### config.mk
export PLATFORM = sky130hd
export DESIGN_NAME = div_mod_seq
export DESIGN_NICKNAME = d
export VERILOG_FILES = /design/src/rtl/div_pkg.sv /design/src/rtl/div_step.sv /design/src/rtl/div_mod_seq.sv
export SDC_FILE = /design/constraint.sdc
export NUM_CORES = 1
export LEC_CHECK = 0
export CAP_MARGIN = 20
export CORE_MARGIN = 4
export CORE_UTILIZATION = 42
export CTS_CLUSTER_DIAMETER = 30
export CTS_CLUSTER_SIZE = 8
export DETAILED_ROUTE_END_ITERATION = 10
export GPL_TIMING_DRIVEN = 0
export PLACE_DENSITY = 0.71
export RECOVER_POWER = 25
export SYNTH_ARGS = -nofsm -noshare
export SYNTH_HDL_FRONTEND = slang
export SYNTH_SLANG_ARGS = --single-unit
### constraint.sdc
create_clock -name clk -period 5.65 [get_ports clk]
set_input_delay 0.8475 -clock clk [delete_from_list [all_inputs] [get_ports clk]]
set_output_delay 0.8475 -clock clk [all_outputs]
set_load 0.01 [all_outputs]
### src/rtl/div_pkg.sv
// -----------------------------------------------------------------------------
// div_pkg
// Shared definitions for the sequential restoring divider (div_mod_seq).
//   state_t    : controller states (IDLE, RUN, DONE)
//   DIV_WIDTH  : default operand/result width
//   DIV_CNT_W  : width of the iteration counter for DIV_WIDTH
// -----------------------------------------------------------------------------
package div_pkg;

  localparam int DIV_WIDTH = 16;
  localparam int DIV_CNT_W = $clog2(DIV_WIDTH);

  typedef enum logic [1:0] {
    IDLE = 2'd0,
    RUN  = 2'd1,
    DONE = 2'd2
  } state_t;

endpackage : div_pkg

### src/rtl/div_step.sv
// -----------------------------------------------------------------------------
// div_step
// One radix-2 restoring division step (purely combinational).
//   r       : in  WIDTH+1  current partial remainder
//   q       : in  WIDTH    dividend/quotient shift register
//   d       : in  WIDTH    divisor
//   r_next  : out WIDTH+1  partial remainder after this step
//   q_next  : out WIDTH    shift register after this step (new quotient bit in [0])
// -----------------------------------------------------------------------------
module div_step #(
  parameter int WIDTH = 16
) (
  input  logic [WIDTH:0]   r,
  input  logic [WIDTH-1:0] q,
  input  logic [WIDTH-1:0] d,
  output logic [WIDTH:0]   r_next,
  output logic [WIDTH-1:0] q_next
);

  logic [WIDTH:0] r_shift;
  logic [WIDTH:0] d_ext;

  // Bring the next dividend bit (MSB of q) into the partial remainder.
  assign r_shift = {r[WIDTH-1:0], q[WIDTH-1]};
  assign d_ext   = {1'b0, d};

  always_comb begin
    // NOTE: every output gets a default first so no path leaves it unassigned
    // and no latch is inferred.
    r_next = r_shift;
    q_next = {q[WIDTH-2:0], 1'b0};
    // Restoring step: subtract only when it does not go negative.
    if (r_shift >= d_ext) begin
      r_next = r_shift - d_ext;
      q_next = {q[WIDTH-2:0], 1'b1};
    end
  end

endmodule : div_step

### src/rtl/div_mod_seq.sv
// -----------------------------------------------------------------------------
// div_mod_seq
// Sequential unsigned divider, one quotient bit per clock (restoring).
// Feeds the ALU Division/Modulo channels and the divide-by-zero error.
//   clk         : in   rising-edge clock
//   rst_n       : in   asynchronous active-low reset
//   start       : in   request, accepted in IDLE or DONE
//   dividend    : in   WIDTH unsigned dividend, captured on accept
//   divisor     : in   WIDTH unsigned divisor, captured on accept
//   busy        : out  high while a division is in progress
//   done        : out  one-cycle pulse when results are updated
//   quotient    : out  WIDTH result, held until the next DONE
//   remainder   : out  WIDTH result, held until the next DONE
//   div_by_zero : out  set with done when the divisor was 0
// Nonzero divisor: done WIDTH+1 cycles after start. Zero divisor: 2 cycles.
// -----------------------------------------------------------------------------
module div_mod_seq
  import div_pkg::*;
#(
  parameter int WIDTH = DIV_WIDTH
) (
  input  logic             clk,
  input  logic             rst_n,
  input  logic             start,
  input  logic [WIDTH-1:0] dividend,
  input  logic [WIDTH-1:0] divisor,
  output logic             busy,
  output logic             done,
  output logic [WIDTH-1:0] quotient,
  output logic [WIDTH-1:0] remainder,
  output logic             div_by_zero
);

  localparam int CNT_W = (WIDTH > 2) ? $clog2(WIDTH) : 1;

  state_t           state;
  logic [WIDTH-1:0] q_reg;
  logic [WIDTH-1:0] d_reg;
  logic [WIDTH:0]   r_reg;
  logic [CNT_W-1:0] cnt;
  logic             zero_flag;

  logic [WIDTH:0]   r_nxt;
  logic [WIDTH-1:0] q_nxt;

  div_step #(.WIDTH(WIDTH)) u_step (
    .r      (r_reg),
    .q      (q_reg),
    .d      (d_reg),
    .r_next (r_nxt),
    .q_next (q_nxt)
  );

  // A new request is accepted only when not running; DONE accepts too so
  // back-to-back operations run without an IDLE gap.
  logic accept;
  assign accept = start && (state != RUN);

  always_ff @(posedge clk or negedge rst_n) begin
    if (!rst_n) begin
      // NOTE: sequential state uses non-blocking assignments so every flop
      // samples pre-edge values regardless of statement order.
      state       <= IDLE;
      q_reg       <= '0;
      d_reg       <= '0;
      r_reg       <= '0;
      cnt         <= '0;
      zero_flag   <= 1'b0;
      busy        <= 1'b0;
      done        <= 1'b0;
      quotient    <= '0;
      remainder   <= '0;
      div_by_zero <= 1'b0;
    end else begin
      done <= 1'b0;
      unique case (state)
        IDLE, DONE: begin
          if (accept) begin
            q_reg     <= dividend;
            d_reg     <= divisor;
            r_reg     <= '0;
            zero_flag <= (divisor == '0);
            cnt       <= (divisor == '0) ? '0 : CNT_W'(WIDTH - 1);
            state     <= RUN;
            busy      <= 1'b1;
          end else begin
            state <= IDLE;
          end
        end

        RUN: begin
          if (zero_flag) begin
            // Divide by zero: skip iterations; q_reg still holds the dividend.
            state       <= DONE;
            busy        <= 1'b0;
            done        <= 1'b1;
            quotient    <= '1;
            remainder   <= q_reg;
            div_by_zero <= 1'b1;
          end else begin
            q_reg <= q_nxt;
            r_reg <= r_nxt;
            if (cnt == '0) begin
              // Last step: publish the step outputs directly.
              state       <= DONE;
              busy        <= 1'b0;
              done        <= 1'b1;
              quotient    <= q_nxt;
              remainder   <= r_nxt[WIDTH-1:0];
              div_by_zero <= 1'b0;
            end else begin
              cnt <= cnt - 1'b1;
            end
          end
        end

        default: begin
          state <= IDLE;
          busy  <= 1'b0;
        end
      endcase
    end
  end

endmodule : div_mod_seq

### Word-level counts from Yosys, hierarchy flattened

Cells that the tools add are included.

* register bits after elaboration: 90
* output and inout bits: 35
* logic and storage cells: 62

* $add $sub $neg: 2
* magnitude comparators: 1
* eq/ne operators: 7
* muxes and demuxes: 29
* reductions and logical operators: 12

Operators by type and width (count)
* $mux W16: 9
* $pmux W16 S2: 2
* $ge A17 B16 Y1: 1
* $logic_not A16 Y1: 1
* $mux W4: 4
* $sub A16 B16 Y16: 1
* $mux W1: 9
* $pmux W4 S2: 1
* $ne A2 B2 Y1 const B: 3
* $reduce_and A2 Y1: 3
* $logic_not A4 Y1: 1
* $mux W2: 2
* $pmux W2 S2: 1
* $reduce_and A4 Y1: 1
* $reduce_bool A2 Y1: 2
* $sub A4 B1 Y4 const B: 1
* $ne A3 B3 Y1 const B: 1
* $reduce_and A3 Y1: 1
* $eq A2 B1 Y1 const B: 1
* $eq A2 B2 Y1 const B: 1
* $logic_not A2 Y1: 1
* $ne A2 B1 Y1 const B: 1
* $pmux W1 S2: 1
* $reduce_or A2 Y1: 1
* $logic_and A1 B1 Y1: 1

### Longest topological paths before layout

Gate-level depths: netlist of run 1.

* depth in word-level cells: 4
* depth in mapped cells: 11
* mapped depth without buffers: 11

### Hierarchy

A second synthesis of run 1 with hierarchy kept.

* cells, all modules: 574
* area, all modules: 5280.1 um2

Modules (own cells, without submodules)
* div_mod_seq: instances 1, cells an instance 408, area an instance 3997.6 um2, seq. area each 2277.2 um2
* div_step: instances 1, cells an instance 166, area an instance 1282.5 um2, seq. area each 0.0 um2

### Worst setup path before layout of run 1

Ideal clock, no wire load.

* kind: reg2reg
* start point: register q_reg[15]
* end point: register r_reg[14]
* setup time: 95 ps
* data arrival time: 2359 ps
* path slack: 3196 ps
* cell stages (with the launch flop): 12
* cell sequence: dfrtp_1 -> inv_1 -> ha_1 -> inv_1 -> fa_1 -> a21o_1 -> a221oi_1 -> o31ai_1 -> a211oi_1 -> o21bai_1 -> xnor2_1 -> o31ai_1

* cells in the longest elaborated chain, start to end: 4
* elaborated cells between the ends (all ways): 5
* classes of those cells: add/sub: 1; order compare: 1; mux: 3

Ends and longest elaborated chain
* start: declaration: RTL line div_mod_seq.sv:37 `logic [WIDTH-1:0] q_reg;`
* start signal: assignment: RTL line div_mod_seq.sv:79 `q_reg <= dividend;`
* start signal: assignment: RTL line div_mod_seq.sv:101 `q_reg <= q_nxt;`
* $sub A16 B16 Y16 / $ge A17 B16 Y1 (equally long branches): RTL line div_step.sv:34, div_step.sv:33
* $mux W16 (*): RTL line div_step.sv:33 `if (r_shift >= d_ext) begin`
* $mux W16 (*): RTL line div_mod_seq.sv:92 `if (zero_flag) begin`
* $pmux W16 S2 (*): RTL line div_mod_seq.sv:76 `unique case (state)`
* end signal: assignment: RTL line div_mod_seq.sv:102 `r_reg <= r_nxt;`
* end: declaration: RTL line div_mod_seq.sv:39 `logic [WIDTH:0] r_reg;`

Every way passes the cells marked *; elsewhere a longest branch is shown, timed or not. The select of a mux whose other input is x is not followed.
A chain may end at the register's enable or synchronous reset.

### Final worst setup path of run 1

* start point: register q_reg[15]
* end point: register remainder[14]

* cells in the longest elaborated chain, start to end: 4
* elaborated cells between the ends (all ways): 5
* classes of those cells: add/sub: 1; order compare: 1; mux: 3

Ends and longest elaborated chain
* $sub A16 B16 Y16 / $ge A17 B16 Y1 (equally long branches): RTL line div_step.sv:34, div_step.sv:33
* $mux W16 (*): RTL line div_step.sv:33
* $mux W16 (*): RTL line div_mod_seq.sv:103 `if (cnt == '0) begin`
* $mux W16 (*): RTL line div_mod_seq.sv:92
* end signal: assignment: RTL line div_mod_seq.sv:98 `remainder <= q_reg;`
* end signal: assignment: RTL line div_mod_seq.sv:109 `remainder <= r_nxt[WIDTH-1:0];`
* end: declaration: RTL line div_mod_seq.sv:30 `output logic [WIDTH-1:0] remainder,`

Marked as above.

==> flow_summary.json, run 1 <==
{
  "clkLatencyLatePin_ns": 0.34,
  "ioPinCount": 70,
  "fin_crit_ns": 3.045,
  "max_freq_ghz": 0.3285,
  "fin_hold_ws_ns": 0.4839,
  "internal_power_mw": 2.261,
  "yosysTopAreaCellShare_pct": 47.62,
  "synth-async-reset-ratio_pct": 100.0,
  "place_congestion": 0.8785,
  "drv_slew": 26,
  "clkTransAtPathRegs_ns": 0.07,
  "power_density_nw_per_um2": 692.1,
  "startpoint_type": "register",
  "finalNetCount": 640,
  "synth_edf_count": 0,
  "grt_pass1_vias": 4128,
  "drt_pass1_iterations": 5,
  "worstSetupStartpoint": "q_reg[15]",
  "cts_sinks": 90,
  "antenna_cells": 0,
  "root_buffer": "clkbuf_16",
  "start_util_pct": 43.25,
  "clockPowerShare_pct": 14.5,
  "crit_fanout": 3,
  "syn_area_um2": 4730,
  "vias_per_cell": 5.561,
  "cts_htree_levels": 3,
  "cts_buffers": 9,
  "drc_errors": 0,
  "die_y_um": 114.1,
  "synthFlopType": "dfrtp_1",
  "max_slew_margin_pct": -2.392,
  "timing.rr.start": "q_reg[15]",
  "p_leak_nw": 2.595,
  "wl_mm": 12.61,
  "critPathRequiredTime_ns": 5.85,
  "gr-total-overflow": 0,
  "rsz0062_at_grt": "false",
  "ys_types": 49,
  "drive_above_1_share_pct": 4.561,
  "cts_resized": 0,
  "synthTopCellsByArea": "dfrtp_1 48%, o21ai_0 6.3%, nand2_1 6.0%",
  "ir_worst_vdd_mv": 0.2540,
  "cap_violations": 1,
  "syn-num-nets": 559,
  "wire_per_inst_um": 17.23,
  "hp-class": "register to register",
  "synth-seq-cells": 90,
  "via_count": 4071,
  "post-route-period-util_pct": 53.89,
  "fin_util_pct": 54.07,
  "ys_warn_count": 0,
  "setup_viol": 0,
  "num_rows": 38,
  "grt_first_pass_wirelength_mm": 21.13,
  "postSynthCellCount": 506,
  "antenna_found_initial": 0,
  "hold_viol_final": 0,
  "coreArea_um2": 10940,
  "drt_iter0_markers": 263,
  "cts_tree": "built",
  "dp_slack_ns": 2.653,
  "stdcell_area_um2": 5913,
  "switching_share_pct": 44.74,
  "status": "finished, violations left",
  "groute.usage.overall_pct": 20.22,
  "skew_ns": 0.007652,
  "switchingPower_mw": 1.831,
  "ctsHoldBuffers": 0,
  "fill_cells": 1037,
  "clockBufferDepth": 2,
  "ant_nets": 0,
  "fin_tns_setup_ns": 0,
  "yosys.area.top_type": "dfrtp_1",
  "violations": "max-capacitance violations, max-slew violations",
  "tightest_slew_ns": 1.536,
  "postCtsSetupBuffers": 0,
  "ys_seq_area_share_pct": 47.62,
  "criticalPathCategory": "register to register",
  "seq_area_um2": 2252,
  "die_x_um": 114.1,
  "syn_to_final_growth_pct": 25.03,
  "worstPathArrival_ns": 3.25,
  "pwr-share-seq_pct": 28.4,
  "p_comb_share_pct": 57.1,
  "postPlaceCellArea_um2": 5620,
  "grt_max_degree": 66,
  "endpoint_kind": "register",
  "dp_hpwl_mm": 9.735,
  "fin_ws_ns": 2.605,
  "die-area_um2": 13020,
  "multiInputGateArea_um2": 2270,
  "hp-start": "div_by_zero",
  "io_buffers": 69,
  "syn_avg_cell_area_um2": 9.347
}
placed cells by master (no fill, tap or decap), types with 13 or more instances in the layout:
| cell | netlist | routed |
|---|---|---|
| clkbuf_1 | 25 | 26 |
| o22a_1 | 30 | 30 |
| o21ai_0 | 60 | 60 |
| a22oi_1 | 13 | 13 |
| nor2_1 | 29 | 29 |
| dfrtp_1 | 90 | 90 |
| a31oi_1 | 17 | 17 |
| inv_1 | 24 | 24 |
| ha_1 | 17 | 17 |
| a21oi_1 | 19 | 19 |
| nand2_1 | 75 | 75 |
| mux2i_1 | 13 | 13 |
| clkdlybuf4s50_1 | 0 | 68 |
power groups by stage:
stage	combinational [mW]	clock (mW)	sequential, mW
detailed placement	2.31	0	1.17
finish	2.34	0.594	1.16
global placement	2.27	0	1.16
CTS	2.34	0.603	1.16
floorplan	1.65	0	1.12
global route	2.61	0.629	1.20
synthesized netlist by cell type (all sizes together), types with 2 or more instances:
master,count
nand3,9
nand2,75
a21o,6
nand4,3
nor2b,3
o211ai,2
mux2,2
a22oi,13
xnor2,8
inv,24
a211oi,6
o22a,30
dfrtp,90
o21ai,63
and2,3
nand2b,7
o21a,5
ha,17
a31oi,17
xor2,5
buf,4
o31ai,2
nor4,6
a21oi,20
clkbuf,25
o21bai,2
mux2i,13
nor2,29
nor3,3
routing by layer:
layer	vias to the layer above	GRT usage, %	part of all wire, %
met2	116	32.71	48
met3	12	4.387	5.1
met5	-	0	0
li1	1978	-	-
met4	0	5.226	0.87
met1	1965	27.75	46
cells by family after synthesis:
kind of cell / synth area share, %
compound gates: 24.05
simple gates: 13.31
flops: 47.62
buf+inv: 4.392
fa+ha+maj: 4.921
mux: 3.307
xor+xnor: 2.407
layout make-up:
class                   instances  share of cell area (%)
multi-input cells             363                   38.38
flip-flops and latches         90                   38.09
repair buffers                 70                   12.04
clock buffers                  10                   4.041
well taps                     140                   2.962
plain buffers                  29                   1.989
inverters                      24                   1.523
clock inverters                 6                  0.9733
stage by stage:
stage          cells  power (mW)
3_3_place_gp     715       3.430
5_1_grt          732       4.441
3_5_place_dp     716       3.486
6_report         732       4.092
2_1_floorplan    506       2.769
4_1_cts          732       4.102
worst paths after layout:
check                                end  slack [ns]  cells after the start
max in group asynchronous  remainder[10]        3.78                      2
hold / removal               div_by_zero        0.48                      2
setup / recovery           remainder[14]        2.61                     11
setup reg to reg           remainder[14]        2.61                     11
hold reg to reg              div_by_zero        0.48                      2
min in group asynchronous       d_reg[2]        0.87                      1
critical path, stage by stage (launching register included):
cell      delay, ns
dfrtp_1        0.39
inv_1          0.14
ha_1           0.18
inv_1          0.05
fa_1           0.40
a21o_1         0.21
a221oi_1       0.47
o31ai_1        0.24
a211oi_1       0.28
o21bai_1       0.10
xnor2_1        0.34
a21oi_1        0.11
Power figures use the tool's default switching activity.
==> run 2: changes to the inputs <==
clock period = 3.1 ns   (was 5.65 ns; I/O delays follow)
==> flow_summary.json, run 2 (synthesis gave the netlist of run 1 again) <==
{
  "final_cells": 732,
  "hp-class": "input pin to asynchronous set/reset pin",
  "cts_sinks": 90,
  "hold_viol_final": 0,
  "vias_per_cell": 5.596,
  "fin_hold_ws_ns": 0.4241,
  "max_freq_ghz": 0.3469,
  "antenna_found_initial": 0,
  "start_util_pct": 43.25,
  "fin_crit_ns": 2.882,
  "die_y_um": 114.1,
  "clkTransAtPathRegs_ns": 0.07,
  "syn_to_final_growth_pct": 24.68,
  "fill_cells": 1038,
  "ctsHoldBuffers": 0,
  "criticalPathCategory": "register to register",
  "ioPinCount": 70,
  "max_slew_margin_pct": 5.870,
  "rsz0062_at_grt": "false",
  "skew_ns": 0.008602,
  "post-route-period-util_pct": 92.98,
  "wl_mm": 12.66,
  "io_buffers": 69,
  "cts_htree_levels": 3,
  "mostFrequentLayoutCells": "90 x dfrtp_1, 75 x nand2_1, 68 x clkdlybuf4s50_1",
  "antenna_cells": 0,
  "via_count": 4096,
  "drc_errors": 0,
  "drt_iter0_markers": 238,
  "multiInputGateArea_um2": 2276,
  "drive_above_1_share_pct": 4.730,
  "fin_util_pct": 53.92,
  "clockBufferDepth": 2,
  "root_buffer": "clkbuf_16",
  "grt_max_degree": 66,
  "ant_nets": 0,
  "grt_pass1_vias": 4128,
  "die-area_um2": 13020,
  "seq_area_um2": 2252,
  "crit_fanout": 3,
  "num_rows": 38,
  "startpoint_type": "register",
  "postCtsSetupBuffers": 0,
  "drv_slew": 0,
  "status": "completed",
  "worstPathArrival_ns": 3.09,
  "power_density_nw_per_um2": 1270,
  "drt_pass1_iterations": 5,
  "die_x_um": 114.1,
  "clkLatencyLatePin_ns": 0.34,
  "cts_tree": "built",
  "finalNetCount": 640,
  "fin_tns_setup_ns": 0,
  "cts_buffers": 9,
  "wire_per_inst_um": 17.29,
  "dp_hpwl_mm": 9.735,
  "endpoint_kind": "register",
  "p_leak_nw": 2.589,
  "finalPower_mw": 7.491,
  "place_congestion": 0.8785,
  "critPathRequiredTime_ns": 3.31,
  "place_inst": 716,
  "setup_viol": 0,
  "grt_first_pass_wirelength_mm": 21.13,
  "gr-total-overflow": 0,
  "coreArea_um2": 10940,
  "cap_violations": 0,
  "groute.usage.overall_pct": 20.22,
  "final_common_cell": "dfrtp_1",
  "ir_worst_vdd_mv": 0.4675,
  "tightest_slew_ns": 1.412
}
[run 2: stage by stage]
| stage | setup slack, ns | cell area [um^2] |
|---|---|---|
| floorplan | 0.6457 | 4730 |
| global placement | -1.675 | 5595 |
| detailed placement | 0.1033 | 5620 |
| CTS | 0.07283 | 5917 |
| global route | 0.04219 | 5897 |
| finish | 0.2177 | 5897 |
[run 2: what timing repair did]
action | CTS | global route
endpoints found under the setup margin | 0 | 2
hold endpoints to repair | 0 | 0
gates resized for setup | 0 | 1
[run 2: power breakdown]
group | switching, mW | internal (mW) | leakage (nW) | total, mW
combinational | 2.44 | 1.84 | 1.32 | 4.28
sequential | 0.420 | 1.70 | 1.12 | 2.12
clock | 0.504 | 0.586 | 0.147 | 1.09
total | 3.36 | 4.13 | 2.59 | 7.49
[run 2: worst paths after layout]
| path | startpoint | end | slack (ns) | depth (start not counted) |
|---|---|---|---|---|
| worst min register to register | div_by_zero | div_by_zero | 0.48 | 2 |
| worst min-delay path | rst_n | d_reg[2] | 0.42 | 1 |
| worst max-delay path | q_reg[15] | remainder[14] | 0.22 | 11 |
| worst max register to register | q_reg[15] | remainder[14] | 0.22 | 11 |
| max in group asynchronous | rst_n | remainder[10] | 0.58 | 2 |
| min in group clk | div_by_zero | div_by_zero | 0.48 | 2 |
[run 2: layout make-up]
class                      count  share of cell area (%)
clock buffer                  10                   4.053
sequential                    90                   38.19
timing repair buffer          70                   11.69
tap                          140                   2.971
clock inverter                 6                  0.9760
buffer                        29                   1.994
multi-input combinational    363                   38.60
inverter                      24                   1.528
[run 2: routing by layer]
metal	vias up	GRT usage [%]	part of all wire (%)
li1	1982	-	-
met1	1995	27.75	46
met2	106	32.71	48
met3	13	4.387	5.2
met4	0	5.226	1.0
met5	-	0	0
[run 2: critical path: stages (launching register included)]
cell	delay [ns]
dfrtp_1	0.39
inv_1	0.14
ha_1	0.18
inv_1	0.05
fa_1	0.40
a21o_1	0.22
a221oi_2	0.34
o31ai_1	0.20
a211oi_1	0.27
o21bai_1	0.10
xnor2_1	0.35
a21oi_1	0.11
